$ cat src/rtl/usb_buf_pkg.sv
// rtl/usb_buf_pkg.sv - shared types and constants for the USB buffer arbiter
package usb_buf_pkg;

  localparam int ADDR_W_DEF = 10;

  typedef enum logic [1:0] {
    ST_IDLE  = 2'd0,
    ST_RUN   = 2'd1,
    ST_DRAIN = 2'd2,
    ST_RESP  = 2'd3
  } state_t;

  localparam logic OWN_USB = 1'b0;
  localparam logic OWN_CPU = 1'b1;

endpackage

$ cat src/rtl/usb_buf_arbiter.sv
// rtl/usb_buf_arbiter.sv - shares the endpoint buffer RAM between the USB engine and CPU word port
module usb_buf_arbiter
  import usb_buf_pkg::*;
#(
  parameter int ADDR_W = ADDR_W_DEF
) (
  input  logic              clk_48,
  input  logic              rst_n,
  input  logic              avalid,
  output logic              aready,
  input  logic              awe,
  input  logic [ADDR_W-3:0] aaddr,
  input  logic [31:0]       adata,
  input  logic [3:0]        astrb,
  output logic              bvalid,
  output logic [31:0]       bdata,
  input  logic              usb_req,
  input  logic              usb_we,
  input  logic [ADDR_W-1:0] usb_addr,
  input  logic [7:0]        usb_wdata,
  output logic [7:0]        usb_rdata,
  output logic              ram_we,
  output logic [ADDR_W-1:0] ram_addr,
  output logic [7:0]        ram_wdata,
  input  logic [7:0]        ram_rdata
);

  state_t            state, state_nxt;
  logic [1:0]        idx, idx_nxt;
  logic              req_we;
  logic [ADDR_W-3:0] req_addr;
  logic [31:0]       req_data;
  logic [3:0]        req_strb;
  logic              accept;
  logic              cpu_issue;
  logic [ADDR_W-1:0] addr_hold;
  logic [7:0]        wdata_hold;
  logic              cap_valid;
  logic              cap_owner;
  logic [1:0]        cap_idx;

  assign accept    = (state == ST_IDLE) && avalid;
  assign cpu_issue = (state == ST_RUN) && !usb_req;
  assign aready    = (state == ST_RESP);
  assign bvalid    = (state == ST_RESP);

  // USB always wins the port; idle cycles keep the previous address on the bus.
  always_comb begin
    ram_we    = 1'b0;
    ram_addr  = addr_hold;
    ram_wdata = wdata_hold;
    if (usb_req) begin
      ram_we    = usb_we;
      ram_addr  = usb_addr;
      ram_wdata = usb_wdata;
    end else if (cpu_issue) begin
      ram_we    = req_we & req_strb[idx];
      ram_addr  = {req_addr, idx};
      ram_wdata = req_data[{idx, 3'b000} +: 8];
    end
  end

  always_comb begin
    state_nxt = state;
    idx_nxt   = idx;
    case (state)
      ST_IDLE: begin
        if (avalid) begin
          state_nxt = ST_RUN;
          idx_nxt   = 2'd0;
        end
      end
      ST_RUN: begin
        if (!usb_req) begin
          if (idx == 2'd3) begin
            state_nxt = req_we ? ST_RESP : ST_DRAIN;
          end else begin
            idx_nxt = idx + 2'd1;
          end
        end
      end
      ST_DRAIN: state_nxt = ST_RESP;
      ST_RESP: begin
        state_nxt = ST_IDLE;
        idx_nxt   = 2'd0;
      end
      default: state_nxt = ST_IDLE;
    endcase
  end

  always_ff @(posedge clk_48 or negedge rst_n) begin
    if (!rst_n) begin
      state      <= ST_IDLE;
      idx        <= 2'd0;
      req_we     <= 1'b0;
      req_addr   <= '0;
      req_data   <= '0;
      req_strb   <= '0;
      addr_hold  <= '0;
      wdata_hold <= '0;
      cap_valid  <= 1'b0;
      cap_owner  <= OWN_USB;
      cap_idx    <= 2'd0;
      bdata      <= '0;
      usb_rdata  <= '0;
    end else begin
      state      <= state_nxt;
      idx        <= idx_nxt;
      addr_hold  <= ram_addr;
      wdata_hold <= ram_wdata;
      if (accept) begin
        req_we   <= awe;
        req_addr <= aaddr;
        req_data <= adata;
        req_strb <= astrb;
      end
      // Tag each read cycle so the byte is steered to its owner when RAM data returns.
      cap_valid <= (usb_req & ~usb_we) | (cpu_issue & ~req_we);
      cap_owner <= usb_req ? OWN_USB : OWN_CPU;
      cap_idx   <= idx;
      if (cap_valid) begin
        if (cap_owner == OWN_USB) begin
          usb_rdata <= ram_rdata;
        end else begin
          bdata[{cap_idx, 3'b000} +: 8] <= ram_rdata;
        end
      end
    end
  end

endmodule

$ cat config.mk
export PLATFORM = sky130hd
export DESIGN_NAME = usb_buf_arbiter
export DESIGN_NICKNAME = d
export VERILOG_FILES = /design/src/rtl/usb_buf_pkg.sv /design/src/rtl/usb_buf_arbiter.sv
export SDC_FILE = /design/constraint.sdc
export NUM_CORES = 1
export LEC_CHECK = 0
export CAP_MARGIN = 25
export CORE_AREA = 2 2 113 115
export DETAILED_ROUTE_END_ITERATION = 8
export DIE_AREA = 0 0 115 117
export GPL_TIMING_DRIVEN = 0
export PLACE_DENSITY_LB_ADDON = 0.08
export RECOVER_POWER = 50
export SETUP_SLACK_MARGIN = 0.2
export SLEW_MARGIN = 10
export SYNTH_ARGS = -nofsm -noshare
export SYNTH_HDL_FRONTEND = slang
export SYNTH_SLANG_ARGS = --single-unit
$ cat constraint.sdc
create_clock -name clk_48 -period 2.15 [get_ports clk_48]
set_input_delay 0.3225 -clock clk_48 [delete_from_list [all_inputs] [get_ports clk_48]]
set_output_delay 0.3225 -clock clk_48 [all_outputs]
set_load 0.01 [all_outputs]
### Word-level counts from Yosys, hierarchy flattened

Index checks and enable logic that the tools add are counted.

* register bits after elaboration: 111
* bits in latches: 0
* RAM bits: 0
* memory bits (read-only): 0
* bits of input ports: 76
* output and inout port bits: 61
* logic and storage cells: 62
* memories: 0

* add/sub/neg operators: 2
* multipliers: 0
* div/mod/pow operators: 0
* magnitude comparators: 1
* eq/ne operators: 8
* shift operators: 3
* mux-type cells: 19
* bitwise logic cells: 7
* reduce and logical (&&, ||, !) cells: 9

Operators by type and width (number)
* $bwmux 32: 1
* $shift 8x7->32 const A: 1
* $shiftx 32x6->8: 1
* $shiftx 8x7->32: 1
* $mux 10: 2
* $mux 8: 2
* $mux 2: 6
* $pmux 2 s4: 1
* $neg 5->7: 1
* $eq 2x2->1 const B: 3
* $ne 2x2->1 const B: 3
* $pmux 2 s3: 1
* $mux 1: 5
* $reduce_and 2->1: 2
* $reduce_and 4->1: 1
* $and 1x1->1: 3
* $lt 2x3->1 const B: 1
* $not 1->1: 3
* $reduce_and 3->1: 1
* $reduce_bool 3->1: 1
* $add 2x1->2 const B: 1
* $bmux 1 s2: 1
* $eq 2x1->1 const B: 1
* $logic_and 1x1->1: 2
* other kinds (4): 4

### Logic depth before layout (Yosys ltp)

Gate-level depths: netlist of run 1.

* depth in word-level cells: 5
* depth in mapped cells: 6
* gate-level depth less buffers: 5

### Worst setup path before layout of run 1

OpenSTA, ideal clock, no wires.

* kind: reg2out
* start point: register state[1]
* end point: output port ram_addr[1]
* data arrival time: 1451 ps
* required time: 1827 ps
* setup slack: 377 ps
* stages on the path, launching flop included: 7
* buffers on the path: 2
* cell sequence: dfrtp_1 -> inv_1 -> ha_1 -> buf_2 -> buf_2 -> mux2i_1 -> o21ai_0

* word-level cells in the longest chain between the ends: 4

RTL lines
* start, declared: RTL line usb_buf_arbiter.sv:28 `state_t state, state_nxt;`
* start signal, assigned: RTL line usb_buf_arbiter.sv:107 `state <= state_nxt;`
* $eq 2x1->1: RTL line usb_buf_arbiter.sv:43 `assign cpu_issue = (state == ST_RUN) && !usb_req;`
* $logic_and 1x1->1: RTL line usb_buf_arbiter.sv:43
* $mux 10: RTL line usb_buf_arbiter.sv:56 `end else if (cpu_issue) begin`
* $mux 10: RTL line usb_buf_arbiter.sv:52 `if (usb_req) begin`
* end, declared: RTL line usb_buf_arbiter.sv:23 `output logic [ADDR_W-1:0] ram_addr,`

No other way between the ends.

### Worst setup path after layout of run 1

* start point: register state[0]
* end point: output port ram_addr[0]

Same word-level chain as after synthesis.

==> impl_results.md, run 1 <==
* Status: complete, no violations
* Crit path time final at 2.05 ns
* Count of cell types in the netlist at 31
* CP Launch Type: flop
* Top delay family on crit path: buffers and inverters
* XOR/XNOR share of the synthesized area at 0
* Ys Warns at 0
* Sequential area share after synthesis at 0.582
* Post-synthesis async set-or-reset flop share at 1.00
* Buffer type at the clock tree root: clkbuf_16
* Largest net degree at the start of global routing at 80
* Worst VDD drop at 0.000639 V
* Mux share of post-synthesis cell area at 0.193
* Vert. Die Dim at 117 um
* R2R Setup Slk at 0.17 ns
* Largest family of logic cells by synthesized area: multiplexers
* Initial DRC Count at 152
* Worst Max-Slew Pin Slew at 0.885 ns
* Most frequent cells in the layout: clkdlybuf4s50_1 (114), dfrtp_1 (109), mux2_2 (54), nand2_1 (47), buf_2 (23)
* Final std cells w/o fill at 685
* Critical Path Sink Type: output pin
* First-pass GRT wire length at 18.5 mm
* Hold Vio Cnt, Final at 0
* Core area at 0.0123 mm2
* Main synth FF type: dfrtp_1
* Multi-input logic area at 0.00194 mm2
* # rows at 41
* Synth Area in Simple Gates at 0.0760
* Post-synthesis adder-cell area fraction at 0.0288
* Synth Instances at 360
* Hold path startpoint: idx[0]
* Net Count, Synth at 447
* Die area at 0.0135 mm2
* FF/Latch Area at 0.00278 mm2
* Hold endpoint: cap_idx[0]
* Filler cells at 1083
* # diodes at 0
* Reg2reg end: req_addr[0]
* Data required time of the worst path at 1.83 ns
* Post-Place Cells at 647
* Rel. slew slack at 0.410
* CTS sink count at 111
* Average size of a mapped cell at 13.3 um2
* Worst reg-to-reg path cell count at 6
* Worst hold slack at 0.451 ns
* Synth Area in Compound Gates at 0.0928
* CP Class: reg2out
* Nets at 617
* Max Clock Skew at 0.00337 ns
* P&R area growth vs syn at 44.2%
* Initial Util at 0.388
* Synthesis-stage register bit count at 111
* Leakage at 3.02 nW
* I/O pin count at 137
* Post-DP HPWL at 8.27 mm
* Most common cell after layout, fill and taps aside: clkdlybuf4s50_1
* Final WL at 11.4 mm
* Slowest cell on crit path: dfrtp_1
* Vias per Instance at 5.02
* Total CTS buffers at 9
* RSZ-0062 raised after global routing: yes
* Worst path bufs/invs at 3
* Later-pin clock latency in the skew report at 0.34 ns
* Total power at 8.82 mW
* Hold crit path type: reg2reg
* Input/output buffers at 136
* H-tree levels at 3
* Max Buffers Root-to-Sink at 2
* Total grt overflow at 0
* Initial antenna violation count at 0
* Max frequency at 487 MHz
* Max_cap viols at 0
* GRT Overall Usage at 0.179
* Clock Pin Slew Worst Setup and Hold Paths at 0.07 ns
* DRT Pass-1 Iters at 4
* Slew Limit Fails at 0
* Final setup fails at 0
* CTS tree: yes
* Routed len/inst at 16.6 um
* Pwr Density at 1280 mW/mm2
* ANT nets after route at 0
* Cell Chain, Critical Path: ha_4, buf_12, buf_6, mux2i_1, o21ai_0, buf_2
* Worst Path Arrival at 1.73 ns
* Routability cong. at 0.731
* Finished Core Util at 0.559
* Mapped cell area at 0.00477 mm2
* Share of layout cells above drive strength 1 at 0.292
* R2R Path Start: state[0]
* Critical path peak fanout at 6
* Hold path depth at 0
* Routed via count at 3438
* Die extent in x at 115 um
* Drt drc at 0
* CP peak stage delay at 0.41 ns
* Vias in the first global route at 3562
* EDFF count, synth at 0
* Final period util at 0.955
==> synth_stat cells, drive strengths merged (2+ instances only) <==
library cell  instances  share of area
mux4                  9          0.045
mux2                 54           0.13
clkbuf                5         0.0039
nand3                 7          0.010
buf                  11          0.013
nor2                  2         0.0016
inv                  13          0.010
nand2b                5         0.0066
ha                   11          0.029
dfrtp               111           0.58
o21ai                36          0.038
nor4                  2         0.0089
mux2i                10          0.021
nand2                48          0.038
a22oi                 8          0.013
a22o                 18          0.033
==> report_power, final <==
part / total (mW) / leakage (nW) / switching (mW) / internal [mW]
sequential: 3.40 / 1.35 / 0.459 / 2.94
clock: 1.65 / 0.140 / 0.710 / 0.936
combinational: 3.77 / 1.52 / 1.54 / 2.23
==> layer usage <==
metal  global-route usage  part of all wire  vias to the layer above
li1                     -                 -                     1619
met1                0.237              0.44                     1722
met2                0.300              0.49                       85
met3               0.0417             0.052                       12
met4               0.0458             0.010                        0
met5                    0                 0                        -
==> through the flow <==
step	setup TNS (ns)	instance area [um2]	setup WS (ns)
2_1_floorplan	0	4770	0.377
3_3_place_gp	-402.66	6320	-3.57
3_5_place_dp	-7.63	6350	-0.543
4_1_cts	0	6800	0.129
5_1_grt	0	6890	0.0366
6_report	0	6890	0.0973
==> final cells by class <==
cell class | count | area share
Multi-Input combinational cell | 220 | 0.282
Inverter | 13 | 0.00709
Timing Repair Buffer | 159 | 0.218
Sequential cell | 111 | 0.404
Tap cell | 150 | 0.0273
Buffer | 16 | 0.0191
Clock buffer | 13 | 0.0363
Clock inverter | 3 | 0.00618
==> kinds of logic (layout without fill, tap and decap cells) <==
| logic type | Yosys count | count (layout) |
|---|---|---|
| AO/OA/AOI/OAI | 67 | 67 |
| adder cells (fa/ha/maj) | 11 | 11 |
| buffers and inverters | 29 | 204 |
| flip-flops | 111 | 111 |
| multiplexers | 73 | 73 |
| AND/OR/NAND/NOR | 69 | 69 |
==> worst max-delay path by stage <==
| stage | startpoint | endpoint | slack [ns] | cells past startpoint |
|---|---|---|---|---|
| after floorplan | state[1] | ram_addr[1] | 0.38 | 6 |
| after global placement | rst_n | req_data[18] | -3.57 | 1 |
| after detailed placement | usb_req | ram_wdata[4] | -0.54 | 5 |
| after CTS | idx[0] | ram_wdata[4] | 0.13 | 5 |
| after global routing | state[1] | ram_wdata[3] | 0.04 | 8 |
| final | state[0] | ram_addr[0] | 0.1 | 6 |
==> timing repair <==
action,CTS,global route
endpoints found under the hold margin,32,0
gates resized for setup,131,19
hold buffers,1,0
setup endpoints to repair,19,91
buffers inserted,16,4
gates cloned,1,0
pin swaps,8,8
==> sequential cells by signal (all words and copies together) (netlist names) <==
signal      cells
req_strb        4
addr_hold      10
req_we          1
req_data       32
cap_idx         2
wdata_hold      8
cap_valid       1
idx             2
cap_owner       1
bdata          32
state           2
req_addr        8
usb_rdata       8
Power figures use the tool's default switching activity.
==> inputs of run 2 (changes only) <==
--- a/config.mk
+++ b/config.mk
@@ -11,7 +11,7 @@
 export DIE_AREA = 0 0 115 117
 export GPL_TIMING_DRIVEN = 0
 export PLACE_DENSITY_LB_ADDON = 0.08
-export RECOVER_POWER = 50
+export RECOVER_POWER = 100
 export SETUP_SLACK_MARGIN = 0.2
 export SLEW_MARGIN = 10
 export SYNTH_ARGS = -nofsm -noshare
==> run 2 against run 1 <==
Critical path depth unchanged. Sequential cell count unchanged. Critical path type unchanged. Worst hold slack about the same.
==> impl_results.md, run 2 (synthesis gave the netlist of run 1 again) <==
* Filler cells at 1096 (+1.2%)
* Total CTS buffers at 9 (unchanged)
* Buffer type at the clock tree root: clkbuf_16
* CP Class: reg2out
* Most common cell after layout, fill and taps aside: dfrtp_1
* Rel. slew slack at 0.404 (-0.00614)
* Clock Pin Slew Worst Setup and Hold Paths at 0.07 ns (about the same)
* # diodes at 0 (unchanged)
* ANT nets after route at 0 (unchanged)
* Leakage at 3.00 nW (-0.64%)
* Worst hold slack at 0.451 ns (-0.000140 ns)
* Worst Max-Slew Pin Slew at 0.894 ns (+0.00920 ns)
* DRT Pass-1 Iters at 4 (unchanged)
* Post-DP HPWL at 8.27 mm (unchanged)
* Data required time of the worst path at 1.83 ns (about the same)
* Hold Vio Cnt, Final at 0 (unchanged)
* Max Buffers Root-to-Sink at 2 (unchanged)
* Share of layout cells above drive strength 1 at 0.260 (-0.0318)
* Core area at 0.0123 mm2 (unchanged)
* Vert. Die Dim at 117 um (unchanged)
* Net Sw Frac at 0.308 (+0.000689)
* Grt met3 use at 0.0417 (unchanged)
* Final setup TNS at 0 ns (unchanged)
* Total grt overflow at 0 (unchanged)
* Initial DRC Count at 155 (+2.0%)
* Slew Limit Fails at 0 (unchanged)
* # rows at 41 (unchanged)
* Max Clock Skew at 0.00482 ns (+0.00145 ns)
* Hold path startpoint: idx[0]
* Worst VDD drop at 0.000638 V (-0.23%)
* H-tree levels at 3 (unchanged)
* Most frequent cells in the layout: dfrtp_1 (109), clkdlybuf4s50_1 (74), mux2_2 (54), nand2_1 (47), dlygate4sd3_1 (41)
* I/O pin count at 137 (unchanged)
* P&R area growth vs syn at 42.9%
* Routed via count at 3445 (+0.20%)
* Met2 usage at 0.300 (unchanged)
* Initial Util at 0.388 (unchanged)
* Switching power at 2.65 mW (-2.1%)
* Later-pin clock latency in the skew report at 0.34 ns (about the same)
* R2R Path Start: state[0]
* Routed len/inst at 16.7 um (+0.16%)
* Crit path time final at 2.05 ns (-0.00138 ns)
* First-pass GRT wire length at 18.5 mm (unchanged)
* Initial antenna violation count at 0 (unchanged)
* Hold crit path type: reg2reg
* Nets at 617 (unchanged)
* Drt drc at 0 (unchanged)
* CP startpoint: state[0]
* Input/output buffers at 136 (unchanged)
* Pwr Density at 1260 mW/mm2 (-1.4%)
* P_int at 5.96 mW (-2.4%)
* CTS sink count at 111 (unchanged)
* CP peak stage delay at 0.41 ns (about the same)
* Vias per Instance at 5.03 (+0.20%)
* Largest net degree at the start of global routing at 80 (unchanged)
* CTS tree: yes
* Met1 usage at 0.237 (unchanged)
* Logic pwr share at 0.416 (-0.012)
* Routability cong. at 0.731 (unchanged)
* Critical Path Sink Type: output pin
* Cell Chain, Critical Path: ha_4, buf_12, buf_6, mux2i_1, o21ai_0, buf_2
* Slowest cell on crit path: dfrtp_1
* Final setup fails at 0 (unchanged)
* RSZ-0062 raised after global routing: yes
* Status: complete, no violations
* Critical path peak fanout at 6 (unchanged)
* Final period util at 0.954 (about the same)
* Max_cap viols at 0 (unchanged)
* Final WL at 11.4 mm (+0.16%)
* Max frequency at 487 MHz (about the same)
* Top flop regs: bdata (32), req_data (32), addr_hold (10)
* Clock power share at 0.192 (+0.005)
* CP Launch Type: flop
* Worst Path Arrival at 1.73 ns (about the same)
* Sequential power share at 0.393 (+0.007)
* GRT Overall Usage at 0.179 (unchanged)
* Die area at 0.0135 mm2 (unchanged)
* Vias in the first global route at 3562 (unchanged)
* Finished Core Util at 0.554 (-0.00518)
* Die extent in x at 115 um (unchanged)
* Busiest layer in global routing: met2
==> run 2: cell type report <==
| cell class | count | area, um2 | share of cell area |
|---|---|---|---|
| well taps | 150 | 188 | 0.0275 |
| flip-flops and latches | 111 | 2780 | 0.407 |
| repair buffers | 159 | 1480 | 0.217 |
| plain buffers | 16 | 128 | 0.0187 |
| clock inverters | 3 | 42.5 | 0.00624 |
| inverters | 13 | 48.8 | 0.00715 |
| multi-input cells | 220 | 1900 | 0.279 |
| clock buffers | 13 | 250 | 0.0367 |
==> run 2: per-layer routing <==
layer / share of wire / up-vias
met4: 0.0091 / 0
met2: 0.49 / 87
met1: 0.45 / 1728
met5: 0 / -
li1: - / 1620
met3: 0.052 / 10
==> run 2: repair_timing <==
item,CTS,global route
endpoints found under the hold margin,32,0
buffers inserted,16,4
gates cloned,1,0
resized for setup,131,19
hold buffers,1,0
pin swaps,8,8
endpoints found under the setup margin,19,91
==> run 2: final timing paths <==
path / depth (start not counted) / end / slack [ns]
worst min-delay path: 0 / cap_idx[0] / 0.45
max in group asynchronous: 3 / cap_idx[0] / 0.61
worst min register to register: 0 / cap_idx[0] / 0.45
min in group asynchronous: 2 / req_addr[4] / 0.63
worst max-delay path: 6 / ram_addr[0] / 0.1
worst max register to register: 6 / req_data[12] / 0.16
==> run 2: through the flow <==
step                power [mW]  cell area [um2]  instances  setup slack [ns]
global placement          6.68             6320        646             -3.57
CTS                       8.81             6800        681             0.129
finish                    8.61             6820        685            0.0987
floorplan                 5.32             4770        360             0.377
global route              9.21             6820        685            0.0359
detailed placement        6.78             6350        647            -0.543
==> run 2: critical path: cells and delay by family (launching register included) <==
kind	cells	cell delay, ns
DFF	1	0.41
muxes	1	0.11
AOI/OAI and AO/OA	1	0.25
adders and majority gates	1	0.18
buffers and inverters	3	0.44
==> run 2: power by group through the flow <==
stage          clock (mW)  combinational (mW)  sequential, mW
2_1_floorplan           0                1.89            3.43
3_3_place_gp            0                3.26            3.41
3_5_place_dp            0                3.34            3.44
4_1_cts              1.70                3.71            3.40
5_1_grt              1.79                3.92            3.50
6_report             1.65                3.58            3.38
